$ cat config.mk
export PLATFORM = sky130hd
export DESIGN_NAME = bcd_conv_scheduler
export DESIGN_NICKNAME = d
export VERILOG_FILES = /design/src/rtl/bcd_sched_pkg.sv /design/src/rtl/bcd_iter_conv.sv /design/src/rtl/bcd_conv_scheduler.sv
export SDC_FILE = /design/constraint.sdc
export NUM_CORES = 1
export LEC_CHECK = 0
export ABC_AREA = 1
export CAP_MARGIN = 20
export CORE_ASPECT_RATIO = 0.7
export CORE_MARGIN = 1.5
export CORE_UTILIZATION = 51
export CTS_CLUSTER_SIZE = 14
export DETAILED_ROUTE_END_ITERATION = 8
export PLACE_DENSITY_LB_ADDON = 0.3
export SLEW_MARGIN = 20
export SYNTH_ARGS = -nofsm -noshare
export SYNTH_HDL_FRONTEND = slang
export SYNTH_SLANG_ARGS = --single-unit
$ cat constraint.sdc
create_clock -name clk -period 2.5 [get_ports clk]
set_input_delay 0.75 -clock clk [delete_from_list [all_inputs] [get_ports clk]]
set_output_delay 0.75 -clock clk [all_outputs]
set_load 0.01 [all_outputs]
$ cat src/rtl/bcd_sched_pkg.sv
// Shared types and constants for the round-robin binary-to-BCD conversion scheduler.
package bcd_sched_pkg;

    localparam int W      = 12;
    localparam int DIGITS = 4;

    localparam logic [W-1:0] DEC1000 = 12'd1000;
    localparam logic [W-1:0] DEC100  = 12'd100;
    localparam logic [W-1:0] DEC10   = 12'd10;

    typedef enum logic {
        IDLE,
        CONV
    } conv_state_t;

    typedef logic [4*DIGITS-1:0] bcd4_t;

endpackage

$ cat src/rtl/bcd_iter_conv.sv
// Iterative subtract-and-count binary-to-BCD converter, one decade subtraction per cycle.
module bcd_iter_conv
    import bcd_sched_pkg::*;
(
    input  logic         clk,
    input  logic         rst,
    input  logic         start,
    input  logic [W-1:0] value,
    output logic         busy,
    output logic         ready,
    output logic         done,
    output bcd4_t        digits
);

    conv_state_t  r_state;
    conv_state_t  w_state_next;
    logic [W-1:0] r_rem;
    logic [3:0]   r_d3;
    logic [3:0]   r_d2;
    logic [3:0]   r_d1;
    logic         r_done;
    bcd4_t        r_digits;
    logic         w_last_step;

    // The final step publishes the result and can accept a new value on the same edge.
    assign w_last_step = (r_state == CONV) && (r_rem < DEC10);
    assign busy        = (r_state == CONV);
    assign ready       = (r_state == IDLE) || w_last_step;
    assign done        = r_done;
    assign digits      = r_digits;

    always_ff @(posedge clk) begin
        if (rst) begin
            r_state <= IDLE;
        end else begin
            r_state <= w_state_next;
        end
    end

    always_comb begin
        w_state_next = r_state;
        case (r_state)
            IDLE:    if (start) w_state_next = CONV;
            CONV:    if (w_last_step && !start) w_state_next = IDLE;
            default: w_state_next = IDLE;
        endcase
    end

    always_ff @(posedge clk) begin
        if (rst) begin
            r_rem    <= '0;
            r_d3     <= '0;
            r_d2     <= '0;
            r_d1     <= '0;
            r_done   <= 1'b0;
            r_digits <= '0;
        end else begin
            r_done <= w_last_step;
            if (w_last_step) begin
                r_digits <= {r_d3, r_d2, r_d1, r_rem[3:0]};
            end
            if (start && ready) begin
                r_rem <= value;
                r_d3  <= '0;
                r_d2  <= '0;
                r_d1  <= '0;
            end else if (r_state == CONV) begin
                if (r_rem >= DEC1000) begin
                    r_d3  <= r_d3 + 4'd1;
                    r_rem <= r_rem - DEC1000;
                end else if (r_rem >= DEC100) begin
                    r_d2  <= r_d2 + 4'd1;
                    r_rem <= r_rem - DEC100;
                end else if (r_rem >= DEC10) begin
                    r_d1  <= r_d1 + 4'd1;
                    r_rem <= r_rem - DEC10;
                end
            end
        end
    end

endmodule

$ cat src/rtl/bcd_conv_scheduler.sv
// Round-robin arbiter sharing one iterative BCD converter between up to four requesters.
module bcd_conv_scheduler
    import bcd_sched_pkg::*;
#(
    parameter int N_REQ = 4
)
(
    input  logic               clk,
    input  logic               rst,
    input  logic [N_REQ-1:0]   req,
    input  logic [N_REQ*W-1:0] req_val,
    output logic [N_REQ-1:0]   gnt,
    output logic               busy,
    output logic               done,
    output logic [1:0]         done_id,
    output logic [15:0]        bcd_out
);

    logic [1:0]       r_last_winner;
    logic [1:0]       r_done_id;
    logic [N_REQ-1:0] r_gnt;
    logic [1:0]       w_win;
    logic [2:0]       w_sum;
    logic             w_any;
    logic             w_start;
    logic             w_ready;
    logic             w_busy;
    logic             w_done;
    logic             w_finish;
    logic [W-1:0]     w_value;
    bcd4_t            w_digits;

    // Scan from the highest offset down so the nearest requester after the last winner wins.
    always_comb begin
        w_any = 1'b0;
        w_win = '0;
        w_sum = '0;
        for (int off = N_REQ; off >= 1; off--) begin
            w_sum = {1'b0, r_last_winner} + 3'(off);
            if (w_sum >= 3'(N_REQ)) begin
                w_sum = w_sum - 3'(N_REQ);
            end
            if (req[w_sum[1:0]]) begin
                w_any = 1'b1;
                w_win = w_sum[1:0];
            end
        end
    end

    always_comb begin
        w_value = '0;
        for (int i = 0; i < N_REQ; i++) begin
            if (w_win == 2'(i)) begin
                w_value = req_val[i*W +: W];
            end
        end
    end

    assign w_start  = w_any && w_ready;
    assign w_finish = w_busy && w_ready;

    // Only one conversion is ever in flight, so the last winner doubles as the current id.
    always_ff @(posedge clk) begin
        if (rst) begin
            r_gnt         <= '0;
            r_last_winner <= 2'(N_REQ - 1);
            r_done_id     <= '0;
        end else begin
            r_gnt <= '0;
            if (w_start) begin
                r_gnt[w_win]  <= 1'b1;
                r_last_winner <= w_win;
            end
            if (w_finish) begin
                r_done_id <= r_last_winner;
            end
        end
    end

    bcd_iter_conv u_conv (
        .clk    (clk),
        .rst    (rst),
        .start  (w_start),
        .value  (w_value),
        .busy   (w_busy),
        .ready  (w_ready),
        .done   (w_done),
        .digits (w_digits)
    );

    assign gnt     = r_gnt;
    assign busy    = w_busy;
    assign done    = w_done;
    assign done_id = r_done_id;
    assign bcd_out = w_digits;

endmodule
### After elaboration in Yosys (flattened, before gate mapping)

Index checks and enable logic that the tools add are counted.

| storage, ports and cells | value |
|---|---|
| bits in registers | 50 |
| output and inout port bits | 24 |

| operators by class | value |
|---|---|
| add/sub/neg operators | 14 |
| $lt $le $gt $ge | 14 |
| equality and inequality tests | 3 |
| muxes and demuxes | 34 |
| bitwise logic cells | 4 |
| reductions and logical operators | 17 |

Operators with widths:

| operator | count |
|---|---|
| 2-to-1 mux 12 bit | 9 |
| 2-to-1 mux 2 bit | 8 |
| less-than comparator 2 x 3 -> 1 bit (second input constant) | 5 |
| adder 4 x 1 -> 4 bit (second input constant) | 3 |
| greater-or-equal comparator 12 x 10 -> 1 bit (second input constant) | 1 |
| greater-or-equal comparator 12 x 4 -> 1 bit (second input constant) | 1 |
| greater-or-equal comparator 12 x 7 -> 1 bit (second input constant) | 1 |
| greater-or-equal comparator 3 bit (second input constant) | 4 |
| less-than comparator 12 x 4 -> 1 bit (second input constant) | 1 |
| subtractor 12 x 10 -> 12 bit (second input constant) | 1 |
| subtractor 12 x 4 -> 12 bit (second input constant) | 1 |
| subtractor 12 x 7 -> 12 bit (second input constant) | 1 |
| 2-to-1 mux 1 bit | 11 |
| binary-select mux 1 bit (select 2 bit) | 4 |
| subtractor 2 x 1 -> 2 bit (second input constant) | 4 |
| adder 2 x 2 -> 3 bit (second input constant) | 2 |
| logical AND 1 bit | 6 |
| == test 2 bit (second input constant) | 2 |
| inverter 1 bit | 4 |
| AND reduction 2 bit | 2 |
| AND reduction 4 bit | 1 |
| nonzero test 4 bit | 1 |
| OR reduction 2 bit | 2 |
| adder 2 x 1 -> 3 bit (second input constant) | 1 |
| other kinds (10) | 10 |

### Depth between registers and ports, before layout

| depth | value |
|---|---|
| word-level depth | 15 |
| depth in mapped cells | 17 |
| mapped depth without buffers | 15 |

### Hierarchy

Synthesis repeated with hierarchy kept, for this count alone.

| unflattened totals | value |
|---|---|
| cell total of the unflattened synthesis | 540 |
| area total of the unflattened synthesis | 3762.4 um^2 |

By module, submodules not included:

| module | times used | cells an instance | area each (um^2) | sequential area each (um^2) |
|---|---|---|---|---|
| bcd_iter_conv | 1 | 392 | 2695.1 | 840.8 |
| bcd_conv_scheduler | 1 | 148 | 1067.3 | 160.2 |

### Worst setup path before layout

OpenSTA, ideal clock, no wires.

| timing | value |
|---|---|
| path kind | register to register |
| start | reg u_conv.r_rem[2] |
| end | reg u_conv.r_rem[2] |
| library setup time | 0.116 ns |
| arrival time | 1.989 ns |
| path slack | 0.395 ns |
| cell stages (with the launch flop) | 14 |
| path buffers | 1 |
| clock period less this slack | 2.105 ns |
| cells stage by stage | dfxtp_1 > inv_1 > ha_1 > a21oi_1 > nand2_2 > a21oi_4 > nor2_4 > nand2_2 > o21ai_4 > inv_2 > buf_6 > nand2_2 > nor2_1 > a21oi_2 |

| on the way | value |
|---|---|
| longest elaborated chain between the ends | 7 |

Ends and longest elaborated chain:

| what | RTL line | text |
|---|---|---|
| from (decl) | bcd_iter_conv.sv:17 | `logic [W-1:0] r_rem;` |
| from (signal assigned) | bcd_iter_conv.sv:63 | `r_rem <= value;` |
| from (signal assigned) | bcd_iter_conv.sv:70 | `r_rem <= r_rem - DEC1000;` |
| from (signal assigned) | bcd_iter_conv.sv:73 | `r_rem <= r_rem - DEC100;` |
| branches (longest 7 deep; another with subtractor 12 x 4 -> 12 bit) | - |  |

Parallel ways; which one is timed is not known. The select of a mux whose other input is x is not followed.
A chain may end at the register's enable or synchronous reset.

### Final worst setup path

| timing | value |
|---|---|
| start | in req[3] |
| end | reg u_conv.r_rem[0] |

| on the way | value |
|---|---|
| longest elaborated chain between the ends | 12 |

Ends and longest elaborated chain:

| what | RTL line | text |
|---|---|---|
| from (decl) | bcd_conv_scheduler.sv:10 | `input logic [N_REQ-1:0] req,` |
| binary-select mux 1 bit (select 2 bit) | bcd_conv_scheduler.sv:43 | `if (req[w_sum[1:0]]) begin` |
| 2-to-1 mux 1 bit (implied by the code) | bcd_conv_scheduler.sv:43 |  |
| 2-to-1 mux 2 bit (4 in a row) | bcd_conv_scheduler.sv:43 |  |
| zero test 2 bit | bcd_conv_scheduler.sv:53 | `if (w_win == 2'(i)) begin` |
| 2-to-1 mux 12 bit (4 in a row) | bcd_conv_scheduler.sv:53 |  |
| 2-to-1 mux 12 bit | bcd_iter_conv.sv:62 | `if (start && ready) begin` |

Parallel ways exist; a longest one is shown, timed or not. The select of a mux whose other input is x is not followed.

==> key figures <==
Clock tree
  – Clock buffer depth: 2
  – CTS tree: yes
  – Hold-fix buffer count after cts: 0
  – Clock Latency Late Sink: 0.30 ns
  – Clk sink count: 50
  – Cts bufs inserted: 5
  – CTS clock-pin slew for the worst setup and hold paths: 0.09 ns
  – CTS root buffer: clkbuf_8
  – H-tree depth: 2

STA
  – Final Hold Vio Count: 0
  – Fmax: 424 MHz
  – Worst-margin pin slew: 0.629 ns
  – Setup violators final: 0
  – Slew Viols, Final: 0
  – Clk_skew: 0.00823 ns
  – Rel. slew slack: 58.0%
  – Minimum clock period: 2.36 ns
  – Setup ws final: 0.144 ns
  – Final worst-path cycle share: 94.2%

Logic synthesis
  – Ys Warns: 0
  – #FFs+latches synth: 50
  – Seq/Total Area, Yosys: 29.9%
  – Post-Synthesis Cells: 510
  – Post-synth cell types: 38
  – Syn Area/Cell: 6.56 sq um
  – Area of the mapped netlist: 3350 sq um
  – Synth Net Count: 576

Placement
  – RD Place Congestion: 1.00
  – Placed cells: 669
  – Pre-CTS setup slack: -0.153 ns
  – Post-DP HPWL: 7280 microns
  – Number of port buffers: 77

Worst setup path
  – Setup CP Type: in -> reg
  – CP Capture Point: u_conv.r_rem[0]$_SDFFE_PP0P_
  – Worst reg2reg path depth: 13
  – CP Data Arrival Time: 2.58 ns
  – Worst-path maximum fanout: 6
  – Element type at the critical path end: flip-flop
  – Crit-path cells: clkdlybuf4s50_1 -> inv_1 -> nand2_1 -> nand2_1 -> nand2_1 -> nor2_4 -> a21oi_4 -> inv_2 -> nor2_4 -> inv_1 -> nor3_2 -> nand2_1 -> o211ai_1
  – Worst endpoint required time: 2.73 ns
  – Crit-path slowest cell: clkdlybuf4s50_1
  – R2r startpoint: u_conv.r_rem[2]$_SDFFE_PP0P_
  – Cell repeated most along the worst path: nand2_1
  – Delay of the slowest cell on the worst path: 0.48 ns
  – Crit path from: req[3]
  – Flop2flop setup slack: 0.27 ns
  – CP startpoint kind: input pin
  – RR Endpoint: u_conv.r_d2[3]$_SDFFE_PP0P_

Power
  – Clk network pwr share: 11.2%
  – Sw power: 2.50 mW
  – Pwr dens: 1130 nW/um^2
  – P_int: 2.54 mW
  – Flop pwr share: 21.8%
  – Leakage: 1.89 nW
  – Sw Share: 49.6%
  – Combinational share of power: 66.9%
  – Peak supply drop: 0.000758 V

Drt
  – Drt wl/cell: 14.0 microns
  – Initial drt markers: 306
  – DR vias/cell: 5.46
  – Wirelength, routed: 9490 microns
  – Drt drc: 0
  – Pre-antenna DRT Iters: 5
  – Via count: 3705
  – Detail Route Antenna Nets: 0

Cells and area
  – Area grow syn2layout: 33.2%
  – Layout cells sized above 1: 11.8%
  – N_diodes: 0
  – Filler cells: 509
  – Fin nets: 666
  – Fin cells: 679

Floorplanning
  – Die height: 70.8 microns
  – Top Ports: 78
  – Die area: 7060 sq um
  – Core ar.: 6280 sq um
  – Initial Util: 53.3%
  – Die Span X: 99.8 microns
  – Cell Rows: 24

Global route
  – First-pass GRT wire length: 15800 microns
  – Initial antenna violation count: 0
  – Number of global-route vias before repair: 3333
  – Largest net degree at the start of global routing: 28
  – GRT overflow: 0
  – Total GRT Usage: 27.4%

Flow run
  – Max_cap viols: 0

Status
  – Status: completed

Min path
  – Hold Crit Class: reg -> reg
[per-stage QoR]
step / total power [mW] / instance area (sq um) / hold slack, ns / utilization, % / setup TNS [ns]
6_report: 5.04 / 4460 / 0.463 / 71.0 / 0
2_1_floorplan: 3.34 / 3350 / 0.439 / - / 0
5_1_grt: 5.48 / 4460 / 0.486 / 71.0 / -0.0117
3_3_place_gp: 4.27 / 4310 / 0.450 / 68.7 / -0.431
3_5_place_dp: 4.32 / 4310 / 0.454 / 68.7 / -1.33
4_1_cts: 4.90 / 4420 / 0.466 / 70.5 / 0
[flip-flops by register name, indices dropped and copies added, names as in the netlist]
register	count
u_conv.r_d3	4
u_conv.r_d2	4
u_conv.done	1
done_id	2
gnt	4
u_conv.r_rem	12
u_conv.digits	16
u_conv.busy	1
r_last_winner	2
u_conv.r_d1	4
[critical path, delay by kind of cell]
kind,cells,cell delay [ns]
AOI/OAI and AO/OA,2,0.32
buffers and inverters,4,0.75
and+or+nand+nor,7,0.77
[cell type report]
| type | count | area [sq um] | area share (%) |
|---|---|---|---|
| multi-input combinational | 389 | 2050 | 45.9 |
| timing repair inverter | 1 | 5.00 | 0.112 |
| clock buffer | 6 | 72.6 | 1.63 |
| tap | 78 | 97.6 | 2.19 |
| inverter | 45 | 178 | 3.99 |
| clock inverter | 2 | 37.5 | 0.842 |
| sequential | 50 | 1000 | 22.5 |
| timing repair buffer | 108 | 1020 | 22.9 |
[layout by cell type, fill, tap and decap left out, types with 7 or more instances in the layout]
| master | synthesis | layout |
|---|---|---|
| clkdlybuf4s50_1 | 0 | 77 |
| nor3_1 | 7 | 7 |
| inv_1 | 38 | 36 |
| ha_1 | 12 | 12 |
| nand2_1 | 144 | 143 |
| xor2_1 | 15 | 15 |
| buf_4 | 3 | 29 |
| nor2_1 | 22 | 22 |
| nand4_1 | 26 | 26 |
| a21oi_1 | 51 | 50 |
| o21ai_0 | 25 | 25 |
| nand3_1 | 51 | 51 |
| dfxtp_1 | 50 | 50 |
[worst min path at each step]
stage / startpoint / end / slack, ns / depth (start not counted)
global route: u_conv.digits[1]$_SDFFE_PP0P_ / u_conv.digits[1]$_SDFFE_PP0P_ / 0.49 / 2
detailed placement: done_id[0]$_SDFFE_PP0P_ / done_id[0]$_SDFFE_PP0P_ / 0.45 / 2
floorplan: u_conv.r_d1[3]$_SDFFE_PP0P_ / u_conv.r_d1[3]$_SDFFE_PP0P_ / 0.44 / 2
global placement: u_conv.digits[4]$_SDFFE_PP0P_ / u_conv.digits[4]$_SDFFE_PP0P_ / 0.45 / 2
CTS: u_conv.digits[1]$_SDFFE_PP0P_ / u_conv.digits[1]$_SDFFE_PP0P_ / 0.47 / 2
finish: u_conv.digits[1]$_SDFFE_PP0P_ / u_conv.digits[1]$_SDFFE_PP0P_ / 0.46 / 2
[power by group through the flow]
stage	logic, mW	clock network (mW)	registers (mW)
final	3.37	0.567	1.10
after global routing	3.76	0.604	1.11
after CTS	3.24	0.566	1.09
after detailed placement	3.21	0	1.11
after global placement	3.17	0	1.10
after floorplan	2.28	0	1.07
[Yosys cell counts, drive strengths merged]
cell / count / area (sq um)
xnor2: 4 / 35.0
nand3: 52 / 265
a22oi: 1 / 7.51
and3: 2 / 12.5
o22ai: 1 / 6.26
buf: 17 / 103
clkbuf: 9 / 35.0
inv: 45 / 171
a21oi: 54 / 289
nor2: 29 / 136
nand4: 27 / 175
o211ai: 3 / 22.5
o21a: 1 / 7.51
o21ai: 27 / 146
nor3: 9 / 55.1
xor2: 15 / 131
ha: 12 / 150
dfxtp: 50 / 1000
nand2: 149 / 577
or2: 3 / 18.8
[cells by family after synthesis]
family                     share of synthesized area, %
AOI/OAI and AO/OA                                  14.3
xor gates and xnor gates                           4.97
adders and majority gates                          4.49
buffers and inverters                              9.24
DFF                                                29.9
and+or+nand+nor                                    37.1
[per-layer routing]
layer	track usage [%]	routed length (microns)	up-vias
li1	-	-	1868
met1	40.3	4580	1648
met2	41.7	4100	181
met3	5.04	752	8
met4	6.10	62	0
met5	0	0	-
[timing repair]
item                                    in CTS  in global routing
buffers inserted                             0                  1
endpoints found under the setup margin       0                  8
gates resized for setup                      0                  7
No activity file was read; power rests on OpenSTA's default activity.
